## src/rtl/i2s_codec_if.sv

```systemverilog
// ---------------------------------------------------------------------------
// i2s_codec_if
//
// Purpose:
//   Codec-side link for the audio sample path. Divides clk down to the codec
//   bit clock, generates the frame clock, serialises the 16-bit mixed sample
//   onto the DAC line as standard I2S, and deserialises the left ADC slot
//   back into a 16-bit parallel sample.
//
// Parameters:
//   BCLK_HALF    clk cycles per BCLK half-period (2..255); BCLK = clk/(2*BCLK_HALF)
//
// Ports:
//   clk          system clock, rising edge
//   rst_n        asynchronous active-low reset
//   audio_output sample to play, latched at frame start
//   audio_input  last captured left-channel ADC sample
//   sample_req   one-clk pulse, 2*BCLK_HALF clk before audio_output is latched
//   sample_end   one-clk pulse, audio_input has just been updated
//   aud_bclk     codec bit clock
//   aud_lrck     codec frame clock (0 = left slot, 1 = right slot)
//   aud_dacdat   serial DAC data
//   loopback     (only with I2S_LOOPBACK_EN) capture aud_dacdat instead of
//                aud_adcdat
//   aud_adcdat   serial ADC data, synchronous to aud_bclk
//
// Optional feature macro: I2S_LOOPBACK_EN
//
// Handshake: none. sample_req/sample_end are single-cycle strobes; the
// consumer must present audio_output from the sample_req cycle until the
// following BCLK fall event, and may read audio_input whenever sample_end
// is high (it then holds for the rest of the frame).
// ---------------------------------------------------------------------------
module i2s_codec_if #(
    parameter int BCLK_HALF = 8
) (
    input  logic        clk,
    input  logic        rst_n,
    input  logic [15:0] audio_output,
    output logic [15:0] audio_input,
    output logic        sample_req,
    output logic        sample_end,
    output logic        aud_bclk,
    output logic        aud_lrck,
    output logic        aud_dacdat,
`ifdef I2S_LOOPBACK_EN
    input  logic        loopback,
`endif
    input  logic        aud_adcdat
);

    localparam logic [7:0] DIV_MAX = 8'(BCLK_HALF - 1);

    logic [7:0]  div_cnt_q, div_cnt_d;
    logic        bclk_q, bclk_d;
    logic [5:0]  bit_cnt_q, bit_cnt_d;
    logic        lrck_q, lrck_d;
    logic        dacdat_q, dacdat_d;
    logic [15:0] hold_q, hold_d;
    // Only 15 bits are kept: the 16th captured bit is taken straight from the
    // input on the transfer cycle.
    logic [14:0] shift_q, shift_d;
    logic [15:0] ain_q, ain_d;
    logic        req_q, req_d;
    logic        end_q, end_d;

    logic        tick;
    logic        rise_ev;
    logic        fall_ev;
    logic        adc_bit;
    logic [4:0]  slot_pos;
    logic [3:0]  dac_idx;

`ifdef I2S_LOOPBACK_EN
    assign adc_bit = loopback ? dacdat_q : aud_adcdat;
`else
    assign adc_bit = aud_adcdat;
`endif

    always_comb begin
        tick      = (div_cnt_q == DIV_MAX);
        rise_ev   = tick & ~bclk_q;
        fall_ev   = tick & bclk_q;

        div_cnt_d = tick ? 8'd0 : div_cnt_q + 8'd1;
        bclk_d    = tick ? ~bclk_q : bclk_q;
        bit_cnt_d = bit_cnt_q;
        lrck_d    = lrck_q;
        dacdat_d  = dacdat_q;
        hold_d    = hold_q;
        shift_d   = shift_q;
        ain_d     = ain_q;
        req_d     = 1'b0;
        end_d     = 1'b0;
        slot_pos  = 5'd0;
        dac_idx   = 4'd0;

        if (fall_ev) begin
            bit_cnt_d = bit_cnt_q + 6'd1;
            lrck_d    = bit_cnt_d[5];
            slot_pos  = bit_cnt_d[4:0];
            dac_idx   = 4'(5'd16 - slot_pos);
            // Position 0 is the I2S one-bit delay; it uses the old hold value
            // path but always drives 0, so the load below cannot leak into it.
            if (slot_pos >= 5'd1 && slot_pos <= 5'd16) begin
                dacdat_d = hold_q[dac_idx];
            end else begin
                dacdat_d = 1'b0;
            end
            if (bit_cnt_d == 6'd0) begin
                hold_d = audio_output;
            end
            req_d = (bit_cnt_d == 6'd63);
        end

        if (rise_ev) begin
            if (bit_cnt_q >= 6'd1 && bit_cnt_q <= 6'd16) begin
                shift_d = {shift_q[13:0], adc_bit};
            end
            if (bit_cnt_q == 6'd16) begin
                ain_d = {shift_q, adc_bit};
                end_d = 1'b1;
            end
        end
    end

    always_ff @(posedge clk or negedge rst_n) begin
        if (!rst_n) begin
            div_cnt_q <= 8'd0;
            bclk_q    <= 1'b0;
            bit_cnt_q <= 6'd0;
            lrck_q    <= 1'b0;
            dacdat_q  <= 1'b0;
            hold_q    <= 16'd0;
            shift_q   <= 15'd0;
            ain_q     <= 16'd0;
            req_q     <= 1'b0;
            end_q     <= 1'b0;
        end else begin
            div_cnt_q <= div_cnt_d;
            bclk_q    <= bclk_d;
            bit_cnt_q <= bit_cnt_d;
            lrck_q    <= lrck_d;
            dacdat_q  <= dacdat_d;
            hold_q    <= hold_d;
            shift_q   <= shift_d;
            ain_q     <= ain_d;
            req_q     <= req_d;
            end_q     <= end_d;
        end
    end

    assign audio_input = ain_q;
    assign sample_req  = req_q;
    assign sample_end  = end_q;
    assign aud_bclk    = bclk_q;
    assign aud_lrck    = lrck_q;
    assign aud_dacdat  = dacdat_q;

endmodule

```

## config.mk

```make
export PLATFORM = sky130hd
export DESIGN_NAME = i2s_codec_if
export DESIGN_NICKNAME = d
export VERILOG_FILES = /design/src/rtl/i2s_codec_if.sv
export SDC_FILE = /design/constraint.sdc
export NUM_CORES = 1
export LEC_CHECK = 0
export ABC_AREA = 1
export BUFFER_PORTS_ARGS = -buffer_cell sky130_fd_sc_hd__buf_2
export CAP_MARGIN = 20
export CORE_UTILIZATION = 55
export CTS_CLUSTER_DIAMETER = 30
export DETAILED_ROUTE_END_ITERATION = 8
export PLACE_DENSITY = 0.76
export SLEW_MARGIN = 10
export SYNTH_ARGS = -nofsm -noshare
export SYNTH_HDL_FRONTEND = slang
export SYNTH_SLANG_ARGS = --single-unit
```

## constraint.sdc

```tcl
create_clock -name clk -period 5.6 [get_ports clk]
set_clock_uncertainty 0.15 [all_clocks]
set_input_delay 0.28 -clock clk [delete_from_list [all_inputs] [get_ports clk]]
set_output_delay 0.28 -clock clk [all_outputs]
set_load 0.005 [all_outputs]
```

---- Yosys cells after proc, flatten, opt, wreduce, memory -nomap -nowiden ----
Cells that the tools add are included.
word-level totals
  bits of input ports ..................... 19
  logic and storage cells ................. 37
  register bits after elaboration ......... 66
operators by class
  equal/unequal tests ..................... 3
  bitwise logic cells ..................... 3
  order comparisons ....................... 5
  multiplexer cells ....................... 7
  reduce and logical (&&, ||, !) cells .... 6
  add/sub/neg operators ................... 3
operators by type and width
  cell                                                               number
  adder 8 x 1 -> 8 bit, second input constant                        1
  == test 8 x 3 -> 1 bit, second input constant                      1
  two-way mux 8 bit                                                  1
  adder 6 x 1 -> 6 bit, second input constant                        1
  == test 6 x 5 -> 1 bit, second input constant                      1
  == test 6 bit, second input constant                               1
  greater-or-equal comparator 6 x 1 -> 1 bit, second input constant  1
  <= comparator 6 x 5 -> 1 bit, second input constant                1
  logical NOT 6 bit                                                  1
  AND reduction 2 bit                                                3
  greater-or-equal comparator 5 x 1 -> 1 bit, second input constant  1
  <= comparator 5 bit, second input constant                         1
  < comparator 4 x 5 -> 1 bit, second input constant                 1
  two-way mux 1 bit                                                  5
  binary-select mux 1 bit (select 4 bit)                             1
  subtractor 1 x 4 -> 4 bit, first input constant                    1
  AND 1 bit                                                          2
  logical AND 1 bit                                                  2
  inverter 1 bit                                                     1

---- Longest topological paths before layout ----
Gate-level depths: netlist of the first run.
  depth after elaboration ................. 5
  gate-level depth with buffers ........... 12
  mapped depth without buffers ............ 12

---- Worst setup path after synthesis of the first run ----
OpenSTA, ideal clock, no wires.
  kind .................................... reg2reg
  start point ............................. register bit_cnt_q[0]
  end point ............................... register dacdat_q, in the netlist aud_dacdat
  required time ........................... 5.333 ns
  period minus slack after synthesis ...... 1.816 ns
  path slack .............................. 3.784 ns
  stages on the path, launching flop included .. 11
  setup time .............................. 0.117 ns
  arrival ................................. 1.549 ns
  path buffers ............................ 0
  cell sequence ........................... dfrtp_1 inv_1 ha_1 xnor2_1 nand2_1 nand2_1 nand2_1 nand2_1 nand2_1 nand3_1 nand2_1
between the ends
  longest elaborated chain between the ends .. 5
  elaborated cells on any way between the ends .. 8
  classes of those cells .................. 2 x add/sub; 2 x order compare; 3 x mux; 1 x reduce/logical
RTL lines
  what                                     RTL line  source
  start: declaration                       56        logic [5:0] bit_cnt_q, bit_cnt_d;
  start signal: assignment                 142       bit_cnt_q <= bit_cnt_d;
  adder 6 x 1 -> 6 bit *                   99        bit_cnt_d = bit_cnt_q + 6'd1;
  subtractor 1 x 4 -> 4 bit                102       dac_idx = 4'(5'd16 - slot_pos);
  binary-select mux 1 bit (select 4 bit)   106       dacdat_d = hold_q[dac_idx];
  two-way mux 1 bit (implied by the code)  106
  two-way mux 1 bit *                      105       if (slot_pos >= 5'd1 && slot_pos <= 5'd16) begin
  end signal: assignment                   144       dacdat_q <= dacdat_d;
  end: declaration                         58        logic dacdat_q, dacdat_d;
Mark *: on every way between the ends. The rest lies on a longest branch, timed or not. The select of a mux whose other input is x is not followed.
A chain may end at the register's enable or synchronous reset.

---- Final worst setup path of the first run ----
  start point ............................. register bit_cnt_q[0]
  end point ............................... register shift_q[14]
between the ends
  longest elaborated chain between the ends .. 3
  elaborated cells on any way between the ends .. 4
  classes of those cells .................. 2 x order compare; 2 x reduce/logical
RTL lines
  what                                                                                               RTL line  source
  greater-or-equal comparator 6 x 1 -> 1 bit / <= comparator 6 x 5 -> 1 bit (equally long branches)  117       if (bit_cnt_q >= 6'd1 && bit_cnt_q <= 6'd16) begin
  logical AND 1 bit *                                                                                117
  AND reduction 2 bit (no source line) *                                                             -
  end signal: assignment                                                                             146       shift_q <= shift_d;
  end: declaration                                                                                   62        logic [14:0] shift_q, shift_d;
Mark *: on every way between the ends. The rest lies on a longest branch, timed or not.

==> results of run 1 <==
cell type report:
type	instances	area [sq um]
Clock buffer	10	137.6
Inverter	47	176.4
Sequential cell	65	1627
Clock inverter	6	90.09
Multi-Input combinational cell	245	1209
Fill cell	458	1723
Timing Repair Buffer	42	220.2
Tap cell	70	87.58
worst reg2reg max path, cell delays in order (launching register included):
cell and delay [ps]:
dfrtp_1 550, inv_1 290, ha_1 280, nand2_1 80, a21oi_1 130, nand3_1 610, o21ai_0 430
routing by layer:
metal  track usage  part of all wire
met1        0.2629              0.48
met2        0.3527              0.46
met3       0.05000             0.037
met4        0.1135             0.020
met5             0                 0
state kept, by name, summed over array words and instances (netlist names), 6 cells and up:
name / count
audio_input: 16
shift_q: 15
bit_cnt_q: 6
div_cnt_q: 8
hold_q: 16
logic make-up after synthesis:
group                    count (synthesis)  synth area share
AND/OR/NAND/NOR                        189            0.2764
buffers and inverters                   60           0.08147
XOR/XNOR                                 5           0.01662
AO/OA/AOI/OAI                           45           0.07418
adder cells (fa/ha/maj)                  6           0.02432
flip-flops                              65            0.5270
Yosys cell counts:
master / count
nand2_1: 126
dfrtp_1: 65
inv_1: 45
o21ai_0: 30
nand4_1: 19
nor2_1: 18
o21ai_1: 11
nand3_1: 9
buf_2: 6
ha_1: 6
clkbuf_1: 4
nor3_1: 4
nand2_2: 3
xor2_1: 3
a21oi_1: 2
buf_6: 2
nand3_2: 2
a21o_1: 1
and3_1: 1
buf_4: 1
clkinv_1: 1
inv_2: 1
nand3_4: 1
nand4_2: 1
nor2_2: 1
nor2_4: 1
nor2_8: 1
nor3_2: 1
o22ai_1: 1
or2_2: 1
xnor2_1: 1
xnor2_2: 1
through the flow:
step | utilization | cells | power [mW] | hold slack (ps) | worst slack [ps]
floorplan | - | 370 | 0.4804 | -165.6 | 3784
global placement | 0.6280 | 468 | 0.4959 | 295.1 | 3116
detailed placement | 0.6280 | 468 | 0.4965 | 308.1 | 2967
CTS | 0.6731 | 485 | 0.9447 | 23.10 | 2973
global route | 0.6731 | 485 | 0.9694 | 40.38 | 2662
finish | 0.6731 | 485 | 0.9335 | 36.50 | 2985
report_power, final:
part           leakage (nW)  internal, mW  switching [mW]
Sequential            0.790         0.470        0.000438
Combinational         0.979       0.00564          0.0110
Clock                 0.113         0.264           0.182
how the worst min path moves through the flow:
stage | start | slack (ps) | end | cells after the start
after global placement | div_cnt_q[0]$_DFF_PN0_ | 300 | div_cnt_q[0]$_DFF_PN0_ | 1
after global routing | audio_output[7] | 40 | hold_q[7]$_DFFE_PN0P_ | 3
after floorplan | rst_n | -170 | aud_bclk$_DFFE_PN0N_ | 0
final | audio_output[15] | 40 | hold_q[15]$_DFFE_PN0P_ | 3
after CTS | audio_output[15] | 20 | hold_q[15]$_DFFE_PN0P_ | 3
after detailed placement | hold_q[15]$_DFFE_PN0P_ | 310 | hold_q[15]$_DFFE_PN0P_ | 2
==> implementation parameters, run 1 <==
Parameter                              Value

STA
  Hold Vio Cnt, Final    0
  Final worst path period share    0.4669
  RSZ-0062 raised after global routing    no
  Slew headroom    0.4270
  Sum of negative setup slack    0 ps
  Final Slew Violations    0
  Setup violation total in the final timing report    0
  Final min period    2615 ps
  Slew of the pin with the lowest slew margin    857.2 ps
  Upper clock frequency limit    0.3824 GHz

Detailed routing
  Detail-routed net length per standard cell    11.11 um
  Number of nets with antenna violations after detailed routing    0
  Drt initial violations    154
  Number of remaining DRC errors    0
  Number of search-and-repair iterations in the first detailed-routing pass    4
  Routed vias    2390
  Vias per inst    4.928
  Wire length after detailed routing    5389 um

Setup path
  Stages on the worst setup path    6
  Cell family contributing the most delay on the critical path    simple AND/OR/NAND/NOR gates
  Worst flop-to-flop path endpoint    shift_q[14]$_DFFE_PN0P_
  Peak per-stage delay on the critical path    610 ps
  Series of cell instances along the critical path    inv_1 -> ha_1 -> nand2_1 -> a21oi_1 -> nand3_1 -> o21ai_0
  Beginning of the worst register-to-register path    bit_cnt_q[0]$_DFFE_PN0P_
  Number of cells traversed by the worst register-to-register path    6
  Startpoint class of the critical path    flip-flop
  Destination of the critical timing path    shift_q[14]$_DFFE_PN0P_
  Category of the worst setup path capture point    flip-flop
  Setup slack of the most critical reg-to-reg path    2990 ps
  Critical-path cell with the highest stage delay    nand3_1
  Critical Path Fanout Max    30
  Data arrival, critical path    2700 ps
  Worst Path Class, Setup    flip-flop to flip-flop
  Start point of the critical path    bit_cnt_q[0]$_DFFE_PN0P_
  WP buf/inv    1
  WP data required    5690 ps

Yosys
  Synth Warn #    0
  Synth top area cells    dfrtp_1, nand2_1, inv_1, o21ai_0, nand4_1
  Cells after Synth    370
  Number of flip-flops and latches in the synthesized netlist    65
  Top cell type's share of synthesized area    0.5270
  Number of distinct library cells after synthesis    32
  Share of the yosys chip area belonging to registers    0.5270
  Mean post-synth cell area    8.342 sq um
  Post-synthesis instance area    0.003087 sq mm
  Syn nets    395
  Cell accounting for the most synthesized area    dfrtp_1

Clocking
  Clock latency on the worst-skew pair    340 ps
  Root buffer selected by CTS    clkbuf_8
  Postcts setup bufs    0
  Clock-pin slew on the worst setup and hold paths    70 ps
  Clock tree from TritonCTS    done
  H-tree depth    3
  Sinks on the clock net    65
  Post-cts gate resize count    0
  CTS hold repair buffers    1
  Maximum clock insertion buffer count    2
  Clock buffers created by TritonCTS    9

Placed design
  HPWL Detailed    3846 um
  Routability-driven placement congestion ratio    0.9057
  Instance area at placement    0.003309 sq mm
  Count of buffers inserted at the top-level ports    39

Power and ir drop
  Leakage power total    1.882 nW
  Maximum resistive drop on vdd    150.0 uV
  Pwr Density    263.2 mW/mm^2

Run
  Max-Cap Viols    0

Die
  Die W    76.92 um
  Effective utilization at floorplan    0.5857
  Total number of placement rows    26
  Ports placed on the boundary    40
  Area inside the core boundary    0.005270 sq mm
  Die height    76.92 um
  DIE AREA    0.005916 sq mm

Finish
  Share of layout cells above drive strength 1    0.1711
  Commonest non-fill, non-tap cell in the layout    nand2_1
  Diode count    0
  Post-route standard cell area excluding fillers    0.003547 sq mm
  Synth-to-Final Area Change    14.92%
  Final nets    435
  Most frequent cells in the layout    nand2_1, dfrtp_1, inv_1

Run status
  Outcome    finished, final reports clean

GRT
  Global route total overflow    0
  Via count of the first global-routing pass    2293
  Largest net degree at the start of global routing    66
  First-pass GRT wire length    9894 um
  Overall Global Routing Usage    0.2149
  Antenna violations before repair    0

Hold path
  Worst hold path type    primary input to flip-flop
No activity file was read; power rests on OpenSTA's default activity.
==> run 2, diff against run 1 <==
CORE_UTILIZATION = 52   (was 55)
clock period = 2.2 ns   (was 5.6 ns; I/O delays follow)
==> run 2 against run 1 <==
Compared with the run above:
- sequential share of layout area decreased by 2.4 points
- utilization decreased by 0.53 points
- cell area increased by 5.6%
- worst setup slack got worse by 2700 ps
- register-to-register slack got worse by 2700 ps
- cell count increased by 5.2%
- sequential power increased to 2.6 times the previous value
- flip-flop and latch count unchanged
- power increased by 140%
- die area increased by 5.6%
- wire length increased by 8.8%
- combinational power increased to 4.2 times the previous value
- largest power group unchanged
==> implementation parameters, run 2 (synthesis results as in run 1) <==
Parameter                              Value

Run status
  Outcome    finished, final reports clean

Run
  Max-Cap Viols    0

Power and ir drop
  Switching share of total power    0.2234
  Pwr Density    603.3 mW/mm^2
  Cell internal pwr    1.755 mW
  Flop pwr share    0.530
  Net switching power figure    504.8 uW
  Comb pwr share    0.031
  Leakage power total    1.977 nW
  Clock network fraction of design power    0.439
  Maximum resistive drop on vdd    387.9 uV

Setup path
  Category of the worst setup path capture point    flip-flop
  Critical Path Fanout Max    7
  WP data required    2290 ps
  Worst Path Class, Setup    flip-flop to flip-flop
  Startpoint class of the critical path    flip-flop
  Data arrival, critical path    1990 ps

Die
  Effective utilization at floorplan    0.5504
  Die height    79.05 um
  Area inside the core boundary    0.005608 sq mm
  Die W    79.05 um
  DIE AREA    0.006248 sq mm
  Total number of placement rows    27
  Ports placed on the boundary    40

Detailed routing
  Number of search-and-repair iterations in the first detailed-routing pass    4
  Number of nets with antenna violations after detailed routing    0
  Wire length after detailed routing    5864 um
  Drt initial violations    156
  Vias per inst    4.904
  Number of remaining DRC errors    0
  Routed vias    2501
  Detail-routed net length per standard cell    11.50 um

Clocking
  Clock-pin slew on the worst setup and hold paths    70 ps
  Postcts setup bufs    0
  Clock buffers created by TritonCTS    9
  Clock tree from TritonCTS    done
  Clock latency on the worst-skew pair    350 ps
  Root buffer selected by CTS    clkbuf_8
  Sinks on the clock net    65
  H-tree depth    3
  Maximum clock insertion buffer count    2
  Post-cts gate resize count    0
  CTS hold repair buffers    18

Finish
  Share of layout cells above drive strength 1    0.1758
  Final nets    458
  Multi-input logic area    0.001209 sq mm
  Final-layout fill cell count    485
  Sequential Area    0.001627 sq mm
  Synth-to-Final Area Change    21.32%
  Commonest non-fill, non-tap cell in the layout    nand2_1
  Post-route standard cell area excluding fillers    0.003745 sq mm
  Diode count    0
  Most frequent cells in the layout    nand2_1, dfrtp_1, inv_1

Placed design
  Placement-stage worst setup slack    312.9 ps
  Count of buffers inserted at the top-level ports    39
  Routability-driven placement congestion ratio    0.8593
  Instance area at placement    0.003369 sq mm
  HPWL Detailed    3984 um

GRT
  First-pass GRT wire length    10680 um
  Global route total overflow    0
  Overall Global Routing Usage    0.2210
  Largest net degree at the start of global routing    38
  Antenna violations before repair    0
  Via count of the first global-routing pass    2498

STA
  Upper clock frequency limit    0.5247 GHz
  Setup violation total in the final timing report    0
  Final worst path period share    0.8663
  Final min period    1906 ps
  Least setup slack across all paths after layout    294.1 ps
  Final Slew Violations    0
  Slew of the pin with the lowest slew margin    689.2 ps
  RSZ-0062 raised after global routing    no
  Hold Vio Cnt, Final    0
  Minimum hold slack    186.3 ps
  Sum of negative setup slack    0 ps
  Slew headroom    0.5405

Hold path
  Worst hold path type    primary input to async pin
## run 2: path summary, 6_finish.rpt
kind | to | start | cells after the start | slack (ps)
setup / recovery | aud_dacdat$_DFFE_PN0P_ | bit_cnt_q[1]$_DFFE_PN0P_ | 10 | 290
setup reg to reg | aud_dacdat$_DFFE_PN0P_ | bit_cnt_q[1]$_DFFE_PN0P_ | 10 | 290
max in group asynchronous | audio_input[9]$_DFFE_PN0P_ | rst_n | 3 | 1090
hold reg to reg | div_cnt_q[0]$_DFF_PN0_ | div_cnt_q[0]$_DFF_PN0_ | 1 | 310
min in group clk | div_cnt_q[0]$_DFF_PN0_ | div_cnt_q[0]$_DFF_PN0_ | 1 | 310
hold / removal | div_cnt_q[4]$_DFF_PN0_ | rst_n | 2 | 190
## run 2: cell type report
cell class / count / area share
sequential: 65 / 0.4343
multi-input combinational: 245 / 0.3228
timing repair buffer: 65 / 0.1196
inverter: 47 / 0.04711
clock buffer: 9 / 0.03308
tap: 72 / 0.02406
clock inverter: 7 / 0.01904
## run 2: per-stage QoR
stage	std cells	power [mW]	util
final	510	2.259	0.6678
after global routing	510	2.344	0.6678
after CTS	510	2.284	0.6678
after detailed placement	476	1.267	0.6008
after global placement	476	1.266	0.6008
after floorplan	370	1.223	-
## run 2: power groups by stage
stage / clock (mW) / sequential (mW) / combinational, mW
floorplan: 0 / 1.22 / 0.00262
finish: 0.993 / 1.20 / 0.0696
global placement: 0 / 1.22 / 0.0464
detailed placement: 0 / 1.22 / 0.0471
global route: 1.07 / 1.20 / 0.0782
CTS: 1.02 / 1.20 / 0.0712
## run 2: layer usage
| metal | GRT usage | routed length (um) | up-vias |
|---|---|---|---|
| li1 | - | - | 1304 |
| met1 | 0.2664 | 2650 | 1146 |
| met2 | 0.3793 | 2900 | 44 |
| met3 | 0.06092 | 237 | 7 |
| met4 | 0.07636 | 75 | 0 |
| met5 | 0 | 0 | - |
## run 2: worst max-delay path, cell delays in order, from the launching register on
cell	delay, ps
dfrtp_1	440
inv_1	110
ha_1	330
xnor2_1	310
nand2_1	90
nand2_1	80
nand2_1	50
nand2_1	70
nand2_1	50
nand3_1	80
nand2_1	50
==> run 3, diff against run 2 <==
CORE_ASPECT_RATIO = 1.25   (was not set)
==> run 3 against run 2 <==
Compared with the run above:
- sequential power about the same
- fmax shrank 2.2%
- sequential share of layout area up 0.26 points
- critical endpoint is now hold_q[15]$_DFFE_PN0P_
- largest cell class unchanged
==> implementation parameters, run 3 (synthesis results as in run 1) <==
Parameter                              Value

Setup path
  Setup slack of the most critical reg-to-reg path    250 ps
  Series of cell instances along the critical path    ha_1 -> nand2_2 -> o21ai_1 -> nand2_2 -> nor2_8 -> buf_4 -> nand4_1 -> nand2_1
  Worst Path Class, Setup    flip-flop to flip-flop
  WP data required    2320 ps
  WP buf/inv    1
  Startpoint class of the critical path    flip-flop
  Critical Path Fanout Max    16
  Beginning of the worst register-to-register path    bit_cnt_q[1]$_DFFE_PN0P_
  Cell family contributing the most delay on the critical path    simple AND/OR/NAND/NOR gates
  Data arrival, critical path    2070 ps
  Category of the worst setup path capture point    flip-flop
  Worst flop-to-flop path endpoint    hold_q[15]$_DFFE_PN0P_
  Peak per-stage delay on the critical path    440 ps
  Critical-path cell with the highest stage delay    dfrtp_1
  Most common cell type on the critical path    nand2_2
  Number of cells traversed by the worst register-to-register path    8

Run
  Max-Cap Viols    0

Power and ir drop
  Comb pwr share    0.032
  Clock network fraction of design power    0.402
  Switching share of total power    0.2236
  Net switching power figure    473.7 uW
  Maximum resistive drop on vdd    375.9 uV
  Flop pwr share    0.565
  Cell internal pwr    1.645 mW
  Leakage power total    1.968 nW
  Pwr Density    569.1 mW/mm^2

GRT
  Overall Global Routing Usage    0.2144
  Via count of the first global-routing pass    2486
  Largest net degree at the start of global routing    66
  Antenna violations before repair    0
  Global route total overflow    0
  First-pass GRT wire length    10480 um

Clocking
  Clock tree from TritonCTS    done
  Root buffer selected by CTS    clkbuf_8
  Clock latency on the worst-skew pair    330 ps
  Post-cts gate resize count    0
  Sinks on the clock net    65
  Clock-pin slew on the worst setup and hold paths    70 ps
  Maximum clock insertion buffer count    2
  Clock buffers created by TritonCTS    9
  H-tree depth    3

Die
  Area inside the core boundary    0.005741 sq mm
  Total number of placement rows    31
  Die W    70.91 um
  Ports placed on the boundary    40
  Effective utilization at floorplan    0.5377
  DIE AREA    0.006250 sq mm
  Die height    88.14 um

Detailed routing
  Number of search-and-repair iterations in the first detailed-routing pass    6
  Routed vias    2529
  Vias per inst    5.008
  Number of remaining DRC errors    0
  Detail-routed net length per standard cell    11.70 um
  Wire length after detailed routing    5906 um
  Drt initial violations    193
  Number of nets with antenna violations after detailed routing    0

STA
  Final min period    1950 ps
  Upper clock frequency limit    0.5129 GHz
  Hold Vio Cnt, Final    0
  Minimum hold slack    159.9 ps
  Setup violation total in the final timing report    0
  Final Slew Violations    0
  Final worst path period share    0.8862
  Slew of the pin with the lowest slew margin    532.6 ps
  RSZ-0062 raised after global routing    no
  Sum of negative setup slack    0 ps
  Slew headroom    0.6422

Finish
  Sequential Area    0.001627 sq mm
  Final-layout fill cell count    507
  Synth-to-Final Area Change    20.59%
  Commonest non-fill, non-tap cell in the layout    nand2_1
  Multi-input logic area    0.001209 sq mm
  Final nets    459
  Share of layout cells above drive strength 1    0.1754
  Most frequent cells in the layout    nand2_1, dfrtp_1, inv_1
  Diode count    0

Placed design
  HPWL Detailed    4030 um
  Count of buffers inserted at the top-level ports    39
  Routability-driven placement congestion ratio    0.9596

Run status
  Outcome    finished, final reports clean

Hold path
  Worst hold path type    primary input to async pin
run 3: worst max-delay path by stage:
stage	from	end	slack [ps]	cells past startpoint
5_1_grt	bit_cnt_q[1]$_DFFE_PN0P_	hold_q[15]$_DFFE_PN0P_	40	8
4_1_cts	bit_cnt_q[1]$_DFFE_PN0P_	hold_q[15]$_DFFE_PN0P_	290	8
2_1_floorplan	bit_cnt_q[0]$_DFFE_PN0P_	aud_dacdat$_DFFE_PN0P_	380	10
3_5_place_dp	bit_cnt_q[1]$_DFFE_PN0P_	hold_q[15]$_DFFE_PN0P_	300	8
3_3_place_gp	bit_cnt_q[1]$_DFFE_PN0P_	hold_q[15]$_DFFE_PN0P_	390	8
6_report	bit_cnt_q[1]$_DFFE_PN0P_	hold_q[15]$_DFFE_PN0P_	250	8
run 3: power groups by stage:
stage / sequential [mW] / clock, mW / combinational (mW)
after detailed placement: 1.22 / 0 / 0.0460
after CTS: 1.20 / 0.895 / 0.0700
after global routing: 1.20 / 0.942 / 0.0770
final: 1.20 / 0.852 / 0.0687
after global placement: 1.22 / 0 / 0.0457
after floorplan: 1.22 / 0 / 0.00262
run 3: through the flow:
stage	cell area, sq um	util	std cells	total power [mW]	setup WS, ps
floorplan	3087	-	370	1.223	383.5
global placement	3369	0.5870	471	1.266	385.0
detailed placement	3369	0.5870	471	1.266	302.3
CTS	3722	0.6484	505	2.162	290.4
global route	3722	0.6484	505	2.215	40.20
finish	3722	0.6484	505	2.119	250.3
run 3: cell type report:
cell class                      count  share of cell area
Clock buffer                       10             0.03429
Clock inverter                      6             0.01210
Inverter                           47             0.04739
Multi-Input combinational cell    245              0.3247
Sequential cell                    65              0.4370
Tap cell                           66             0.02218
Timing Repair Buffer               66              0.1224
run 3: routing by layer:
metal / global-route usage / wire length, um / vias to the layer above
li1: - / - / 1295
met1: 0.2468 / 2592 / 1162
met2: 0.3820 / 2967 / 59
met3: 0.05409 / 216 / 13
met4: 0.08909 / 129 / 0
met5: 0 / 0 / -
run 3: timing repair:
action / 4_1_cts / 5_1_grt
hold endpoints to repair: 83 / 0
hold buffers: 18 / 0
buffers inserted: 0 / 0
run 3: worst reg2reg max path, stage by stage, from the launching register on:
cell     delay [ps]
dfrtp_1         440
ha_1            250
nand2_2          80
o21ai_1         210
nand2_2         150
nor2_8          150
buf_4           220
nand4_1         130
nand2_1         100
